===== config.mk =====
export PLATFORM = sky130hd
export DESIGN_NAME = disp_scheduler
export DESIGN_NICKNAME = d
export VERILOG_FILES = /design/src/rtl/disp_scheduler.sv
export SDC_FILE = /design/constraint.sdc
export NUM_CORES = 1
export LEC_CHECK = 0
export CAP_MARGIN = 20
export CORE_ASPECT_RATIO = 1.5
export CORE_MARGIN = 8
export CORE_UTILIZATION = 31
export DETAILED_ROUTE_END_ITERATION = 8
export PLACE_DENSITY_LB_ADDON = 0.15
export SLEW_MARGIN = 15
export SYNTH_ARGS = -nofsm -noshare
export SYNTH_HDL_FRONTEND = slang
export SYNTH_HIERARCHICAL = 1
export SYNTH_SLANG_ARGS = --single-unit

===== constraint.sdc =====
create_clock -name clk1khz -period 2.3 [get_ports clk1khz]
set_input_delay 0.46 -clock clk1khz [delete_from_list [all_inputs] [get_ports clk1khz]]
set_output_delay 0.46 -clock clk1khz [all_outputs]
set_load 0.02 [all_outputs]

===== src/rtl/disp_scheduler.sv =====
// disp_scheduler: mode controller for the six-digit multiplexed display.
// Chooses the BCD source feeding q0..q5, debounces the mode key, blinks the
// digit under edit and pre-empts everything with a blinking alarm-ring view.

// One display digit: registered source nibble, or blank (4'hF) when asked.
module disp_digit (
  input  logic       clk1khz,
  input  logic       rst,
  input  logic [3:0] src,
  input  logic       blank,
  output logic [3:0] q
);

  // Output register; blank code also serves as the reset value.
  always_ff @(posedge clk1khz) begin
    if (rst)        q <= 4'hF;
    else if (blank) q <= 4'hF;
    else            q <= src;
  end

endmodule

module disp_scheduler #(
  parameter int DEBOUNCE_MS = 20,
  parameter int BLINK_HALF  = 250,
  parameter int RING_MS     = 2000
) (
  input  logic        clk1khz,
  input  logic        rst,
  input  logic        key_mode,
  input  logic [23:0] time_bcd,
  input  logic [23:0] sw_bcd,
  input  logic [23:0] alm_bcd,
  input  logic        edit_en,
  input  logic [2:0]  edit_pos,
  input  logic        alarm_req,
  output logic [3:0]  q0,
  output logic [3:0]  q1,
  output logic [3:0]  q2,
  output logic [3:0]  q3,
  output logic [3:0]  q4,
  output logic [3:0]  q5,
  output logic [1:0]  mode,
  output logic        ring_ack
);

  localparam int NUM_DIGITS = 6;
  localparam int DB_W = $clog2(DEBOUNCE_MS + 1);
  localparam int BL_W = $clog2(2 * BLINK_HALF);
  localparam int RG_W = $clog2(RING_MS + 1);

  localparam logic [DB_W-1:0] DB_MAX  = DB_W'(DEBOUNCE_MS);
  localparam logic [DB_W-1:0] DB_ARM  = DB_W'(DEBOUNCE_MS - 1);
  localparam logic [BL_W-1:0] BL_HALF = BL_W'(BLINK_HALF);
  localparam logic [BL_W-1:0] BL_LAST = BL_W'(2 * BLINK_HALF - 1);
  localparam logic [RG_W-1:0] RG_LAST = RG_W'(RING_MS - 1);

  typedef enum logic [1:0] {
    M_TIME   = 2'd0,
    M_SW     = 2'd1,
    M_ALMSET = 2'd2,
    M_RING   = 2'd3
  } mode_t;

  mode_t           state, state_nxt;
  mode_t           saved, saved_nxt;
  logic [RG_W-1:0] ring_cnt, ring_cnt_nxt;
  logic            ack_nxt;

  logic [DB_W-1:0] db_cnt;
  logic            press;
  logic            alarm_d;
  logic            ring_edge;
  logic [BL_W-1:0] blink_cnt;
  logic            blink_off;

  logic [NUM_DIGITS-1:0][3:0] src_bus;
  logic [NUM_DIGITS-1:0]      blank_bus;
  logic [NUM_DIGITS-1:0][3:0] q_bus;

  // ---------------------------------------------------------------------
  // Key debounce: count consecutive high samples, saturate at the target.
  // The press fires only on the step into saturation, so a held key (even
  // one held across a RING exit) yields a single press.
  // ---------------------------------------------------------------------

  // Debounce counter: cleared by any low sample, saturates at DB_MAX.
  always_ff @(posedge clk1khz) begin
    if (rst)                  db_cnt <= '0;
    else if (!key_mode)       db_cnt <= '0;
    else if (db_cnt != DB_MAX) db_cnt <= db_cnt + DB_W'(1);
  end

  assign press = key_mode && (db_cnt == DB_ARM);

  // ---------------------------------------------------------------------
  // Alarm rising edge. alarm_d resets low, so a level already high when
  // reset releases is treated as a fresh edge.
  // ---------------------------------------------------------------------

  // Delayed copy of the alarm level for edge detection.
  always_ff @(posedge clk1khz) begin
    if (rst) alarm_d <= 1'b0;
    else     alarm_d <= alarm_req;
  end

  assign ring_edge = alarm_req & ~alarm_d;

  // ---------------------------------------------------------------------
  // Mode FSM
  // ---------------------------------------------------------------------

  // State, return mode, ring timer and dismissal pulse registers.
  always_ff @(posedge clk1khz) begin
    if (rst) begin
      state    <= M_TIME;
      saved    <= M_TIME;
      ring_cnt <= '0;
      ring_ack <= 1'b0;
    end else begin
      state    <= state_nxt;
      saved    <= saved_nxt;
      ring_cnt <= ring_cnt_nxt;
      ring_ack <= ack_nxt;
    end
  end

  // Next-state logic. An alarm edge outranks (and swallows) a press outside
  // RING; inside RING a press beats alarm drop, which beats the timeout.
  always_comb begin
    state_nxt    = state;
    saved_nxt    = saved;
    ring_cnt_nxt = ring_cnt;
    ack_nxt      = 1'b0;
    if (state != M_RING) begin
      if (ring_edge) begin
        state_nxt    = M_RING;
        saved_nxt    = state;
        ring_cnt_nxt = '0;
      end else if (press) begin
        case (state)
          M_TIME:  state_nxt = M_SW;
          M_SW:    state_nxt = M_ALMSET;
          default: state_nxt = M_TIME;
        endcase
      end
    end else begin
      ring_cnt_nxt = ring_cnt + RG_W'(1);
      if (press) begin
        state_nxt = saved;
        ack_nxt   = 1'b1;
      end else if (!alarm_req) begin
        state_nxt = saved;
      end else if (ring_cnt == RG_LAST) begin
        state_nxt = saved;
      end
    end
  end

  assign mode = state;

  // ---------------------------------------------------------------------
  // Blink phase: free-running over one full period, restarted on every mode
  // change so a new view always opens in the visible half. edit_pos is not
  // involved, so moving the cursor keeps the current phase.
  // ---------------------------------------------------------------------

  // Blink counter with wrap and restart on mode change.
  always_ff @(posedge clk1khz) begin
    if (rst)                     blink_cnt <= '0;
    else if (state_nxt != state) blink_cnt <= '0;
    else if (blink_cnt == BL_LAST) blink_cnt <= '0;
    else                         blink_cnt <= blink_cnt + BL_W'(1);
  end

  assign blink_off = (blink_cnt >= BL_HALF);

  // ---------------------------------------------------------------------
  // Digit selection: pick the source word and a per-digit blank mask from
  // the current mode and blink phase; the digit lanes register the result.
  // ---------------------------------------------------------------------

  // Source mux and blank mask for all six digits.
  always_comb begin
    src_bus   = time_bcd;
    blank_bus = '0;
    case (state)
      M_SW:     src_bus = sw_bcd;
      M_ALMSET: begin
        src_bus = alm_bcd;
        for (int k = 0; k < NUM_DIGITS; k++)
          if (edit_en && blink_off && (edit_pos == 3'(k)))
            blank_bus[k] = 1'b1;
      end
      M_RING:   begin
        src_bus = time_bcd;
        if (blink_off) blank_bus = '1;
      end
      default:  src_bus = time_bcd;
    endcase
  end

  for (genvar k = 0; k < NUM_DIGITS; k++) begin : g_digit
    disp_digit u_digit (
      .clk1khz (clk1khz),
      .rst     (rst),
      .src     (src_bus[k]),
      .blank   (blank_bus[k]),
      .q       (q_bus[k])
    );
  end

  assign q0 = q_bus[0];
  assign q1 = q_bus[1];
  assign q2 = q_bus[2];
  assign q3 = q_bus[3];
  assign q4 = q_bus[4];
  assign q5 = q_bus[5];

endmodule

# Yosys cells after proc, flatten, opt, wreduce, memory -nomap -nowiden
# Index checks and enable logic that the tools add are counted.
# totals
reg_bits	55
in_bits	80
elab_cells	74
# op_classes
n_addsub	3
n_lt_le_gt_ge	1
n_eq_ne	15
muxes	19
bitwise	3
n_reduce_logical	20
# ops
operator	count
case mux 24 bit (2 select lines)	1
2-to-1 mux 11 bit	2
OR reduction 2 bit	8
2-to-1 mux 2 bit	6
case mux 6 bit (2 select lines)	1
adder 11 x 1 -> 11 bit, second input constant	1
== test 11 bit, second input constant	1
adder 9 x 1 -> 9 bit, second input constant	1
== test 9 bit, second input constant	1
>= comparator 9 x 8 -> 1 bit, second input constant	1
logical AND 1 bit	8
2-to-1 mux 1 bit	7
== test 3 x 2 -> 1 bit, second input constant	2
== test 3 bit, second input constant	2
2-to-1 mux 6 bit	1
adder 5 x 1 -> 5 bit, second input constant	1
== test 5 bit, second input constant	1
inequality test 5 bit, second input constant	1
== test 2 bit, second input constant	2
inequality test 2 bit, second input constant	2
case mux 2 bit (2 select lines)	1
== test 3 x 1 -> 1 bit, second input constant	1
zero test 3 bit	1
OR reduction 3 bit	1
other kinds (6)	7

# Longest topological paths before layout
# depth
depth_word	7
ltp_mapped	8
mapped_depth_nobuf	8

# Modules after synthesis
# Netlist, hierarchy kept.
# modules_own_cells
module	n_inst	cells_each	area_each_um2	seq_area_each_um2
disp_scheduler	1	277	2165.8	620.6
disp_digit	6	8	105.1	80.1

# Least setup slack after synthesis
# No wires, ideal clock.
# synth_path
path_kind	reg2reg
start	register state[1] (netlist: mode[1])
end	register g_digit[1].u_digit.q[0]
setup_time_ns	0.127
arrival_time_ns	1.914
required_time_ns	2.173
setup_slack_ns	0.259
path_stages_with_launch	7
n_path_buf	2
period_less_slack_ns	2.041
cell_sequence	dfxtp_1 inv_1 ha_1 clkbuf_1 buf_1 a21oi_1 or3_1
# synth_lines
item	line	source
from (decl)	65	mode_t state, state_nxt;
from (signal assigned)	121	state <= state_nxt;
to (signal assigned)	18	else q <= src;
to (decl)	11	output logic [3:0] q

# Worst setup path in the final report
# layout_path
start	register blink_cnt[0]
end	register g_digit[2].u_digit.q[3]
# layout_via
elab_chain_cells	6
word_cells_on_any_way	7
classes_between	1 x order compare; 3 x mux; 3 x reduce/logical
# layout_lines
item	line	source
from (decl)	74	logic [BL_W-1:0] blink_cnt;
from (signal assigned)	173	else blink_cnt <= blink_cnt + BL_W'(1);
>= comparator 9 x 8 -> 1 bit *	176	assign blink_off = (blink_cnt >= BL_HALF);
logical AND 1 bit (2 in series)	192	if (edit_en && blink_off && (edit_pos == 3'(k)))
2-to-1 mux 1 bit	192	
case mux 6 bit (2 select lines) *	187	case (state)
via blank_bus[2]	78	logic [NUM_DIGITS-1:0] blank_bus;
OR reduction 2 bit (no source line) *	--	
to (signal assigned)	18	
to (decl)	11	
# Mark *: on every way through the listed nets, which the timed path passes. The rest lies on a longest branch.
# A chain may end at the register's enable or synchronous reset.

==> flow_metrics.env <==
export IMPL_status="complete, no violations"
export IMPL_ys_seq_area_share_pct=39.4
export IMPL_start_kind="flop"
export IMPL_area_delta_synth_final_pct=48.3
export IMPL_mostFrequentLayoutCells="clkdlybuf4s50_1, dfxtp_1, nor2_1"
export IMPL_top_layer="met4"
export IMPL_crit_arrival_ns=2.32
export IMPL_p_sw_share_pct=28.8
export IMPL_row_count=42
export IMPL_fin_crit_ns=2.14
export IMPL_final_common_cell="clkdlybuf4s50_1"
export IMPL_cts_tree="yes"
export IMPL_hold_viol_final=0
export IMPL_peakVddDrop_v=0.000309
export IMPL_drt_total_wl_um=8400
export IMPL_grt_usage_pct=13.8
export IMPL_end_kind="flop"
export IMPL_avgSynthCellArea_um2=8.60
export IMPL_drv_slew=0
export IMPL_hold_start="blink_cnt[0]"
export IMPL_dieArea_mm2=0.0124
export IMPL_yosys_warnings=6
export IMPL_cts_buffer_depth=2
export IMPL_nets=521
export IMPL_p_leak_nw=1.52
export IMPL_drt_met1_wl_um=3430
export IMPL_drv_cap=0
export IMPL_power_switching_mw=0.738
export IMPL_clkSlewWorstSetupHoldPaths_ns=0.07
export IMPL_r2r_start="blink_cnt[0]"
export IMPL_htree_num_levels=2
export IMPL_min_period_over_period_pct=93.2
export IMPL_synth_distinct_cells=49
export IMPL_reg2reg_depth=7
export IMPL_max_freq_ghz=0.467
export IMPL_synthCells=325
export IMPL_place_ws_ns=0.0497
export IMPL_synthArstFlopShare_pct=0
export IMPL_crit_fanout=6
export IMPL_sequentialPowerShare_pct=41.6
export IMPL_postCtsHoldBufs=0
export IMPL_cp_data_required_time_ns=2.47
export IMPL_ys_seq_elements=55
export IMPL_clock_latency_ns=0.29
export IMPL_r2r_end="g_digit[2].u_digit/q[3]"
export IMPL_fin_cells=541
export IMPL_hold_class="reg2reg"
export IMPL_p_clk_share_pct=27.8
export IMPL_final_area_mm2=0.00415
export IMPL_antenna_found_initial=0
export IMPL_io_pins=107
export IMPL_grt_pass1_vias=2818
export IMPL_synth_edf_count=0
export IMPL_viasPerCell=5.00
export IMPL_die_height_um=132
export IMPL_rsz0062_at_grt="no"
export IMPL_synthFlopType="dfxtp_1"
export IMPL_skew_ns=0.00552
export IMPL_initial_core_util_pct=31.9
export IMPL_crit_type="reg2reg"
export IMPL_fill_cells=894
export IMPL_drive_above_1_share_pct=7.42
export IMPL_powerDensity_mw_per_mm2=618
export IMPL_routedWlPerCell_um=15.5
export IMPL_first_iter_violations=91
export IMPL_dr_pass1_iters=5
export IMPL_root_buffer="clkbuf_16"
export IMPL_die_w_um=93.6
export IMPL_io_buffer_count=106
export IMPL_dp_cells=535
export IMPL_gp_congestion=0.782
export IMPL_pwr_share_comb_pct=30.5
export IMPL_finalSetupViolations=0
export IMPL_r2r_slack_ns=0.16
export IMPL_worst_slack_ns=0.156
export IMPL_postSynthNetCount=414
export IMPL_ant_nets=0
export IMPL_holdPathEnd="blink_cnt[0]"
export IMPL_setup_tns_ns=0
export IMPL_synth_area_mm2=0.00280
export IMPL_grt_first_pass_wirelength_um=13800
export IMPL_power_internal_mw=1.82
export IMPL_grt_start_max_net_pins=49
export IMPL_hpwl_um=6680
export IMPL_worstHoldPathCells=1
export IMPL_route_met2_wl_um=4030
export IMPL_dpl_instance_area_mm2=0.00401
export IMPL_slew_limit_headroom_pct=67.0
export IMPL_coreArea_mm2=0.00878
export IMPL_cts_sinks=55
export IMPL_wl_met3_um=863
export IMPL_worstMarginPinSlew_ns=0.490
export IMPL_worstSetupStartpoint="blink_cnt[0]"
export IMPL_drcViolationCount=0
export IMPL_cts_buffers=5
export IMPL_overflow=0
export IMPL_antenna_cells=0
export IMPL_whs_ns=0.456
export IMPL_vias=2706
sequential cells by signal, summed over array words and instances (netlist names):
| signal | count |
|---|---|
| blink_cnt | 9 |
| alarm_d | 1 |
| g_digit.u_digit/q | 24 |
| db_cnt | 5 |
| mode | 2 |
| saved | 2 |
| ring_cnt | 11 |
| ring_ack | 1 |
cell type report:
cell class / count / area (um^2) / share of cell area (%)
multi-input cells: 243 / 1590 / 38.2
repair buffers: 116 / 1150 / 27.7
flip-flops and latches: 55 / 1100 / 26.6
well taps: 110 / 138 / 3.32
clock buffers: 5 / 125 / 3.02
inverters: 11 / 41.3 / 0.995
clock inverters: 1 / 7.51 / 0.181
layer usage:
metal  up-vias  track usage, %
met5         -               0
met4         0            3.99
met3         5            7.01
met2        95            23.1
met1      1212            14.6
li1       1394               -
through the flow:
stage | total power [mW] | utilization (%)
2_1_floorplan | 1.48 | -
3_3_place_gp | 1.87 | 45.7
3_5_place_dp | 1.87 | 45.7
4_1_cts | 2.60 | 47.2
5_1_grt | 2.71 | 47.3
6_report | 2.56 | 47.3
kinds of logic after synthesis:
| logic type | Yosys count | synth area share, % |
|---|---|---|
| flip-flops | 55 | 39.4 |
| buffers and inverters | 27 | 4.03 |
| XOR/XNOR | 15 | 4.70 |
| AO/OA/AOI/OAI | 78 | 19.7 |
| AND/OR/NAND/NOR | 139 | 27.3 |
| multiplexers | 2 | 0.805 |
| adder cells (fa/ha/maj) | 9 | 4.03 |
worst max-delay path: stages (launching register included):
cell and delay (ns):
dfxtp_2 0.36, inv_1 0.05, ha_1 0.18, or3_1 0.37, a31o_2 0.27, nand2_1 0.15
o21ai_0 0.23, or3_1 0.42
power by group through the flow:
| stage | Clock [mW] | Combinational [mW] | Sequential (mW) |
|---|---|---|---|
| final | 0.713 | 0.782 | 1.07 |
| after global routing | 0.782 | 0.853 | 1.08 |
| after CTS | 0.742 | 0.789 | 1.07 |
| after detailed placement | 0 | 0.785 | 1.09 |
| after global placement | 0 | 0.787 | 1.09 |
| after floorplan | 0 | 0.299 | 1.18 |
synth_stat cells (7+ instances only):
| cell type | count | area share (%) |
|---|---|---|
| a21oi_1 | 33 | 5.9 |
| a22oi_1 | 24 | 6.4 |
| clkbuf_1 | 12 | 1.6 |
| dfxtp_1 | 55 | 39 |
| ha_1 | 9 | 4.0 |
| inv_1 | 11 | 1.5 |
| nand2_1 | 20 | 2.7 |
| nand3_1 | 11 | 2.0 |
| nand4_1 | 7 | 1.6 |
| nor2_1 | 37 | 5.0 |
| nor4_1 | 8 | 1.8 |
| or3_1 | 27 | 6.0 |
| xor2_1 | 9 | 2.8 |
what timing repair did:
| item | CTS | global route |
|---|---|---|
| endpoints found under the setup margin | 0 | 29 |
| resized for setup | 0 | 4 |
| setup buffers | 0 | 0 |
worst max-delay path by stage:
stage | endpoint | slack (ns)
floorplan | g_digit[1].u_digit/q[0] | 0.26
global placement | g_digit[0].u_digit/q[2] | 0.12
detailed placement | g_digit[0].u_digit/q[0] | 0.05
CTS | g_digit[0].u_digit/q[0] | 0.03
global route | g_digit[2].u_digit/q[0] | 0.01
finish | g_digit[2].u_digit/q[3] | 0.16
No activity file was read; power rests on OpenSTA's default activity.
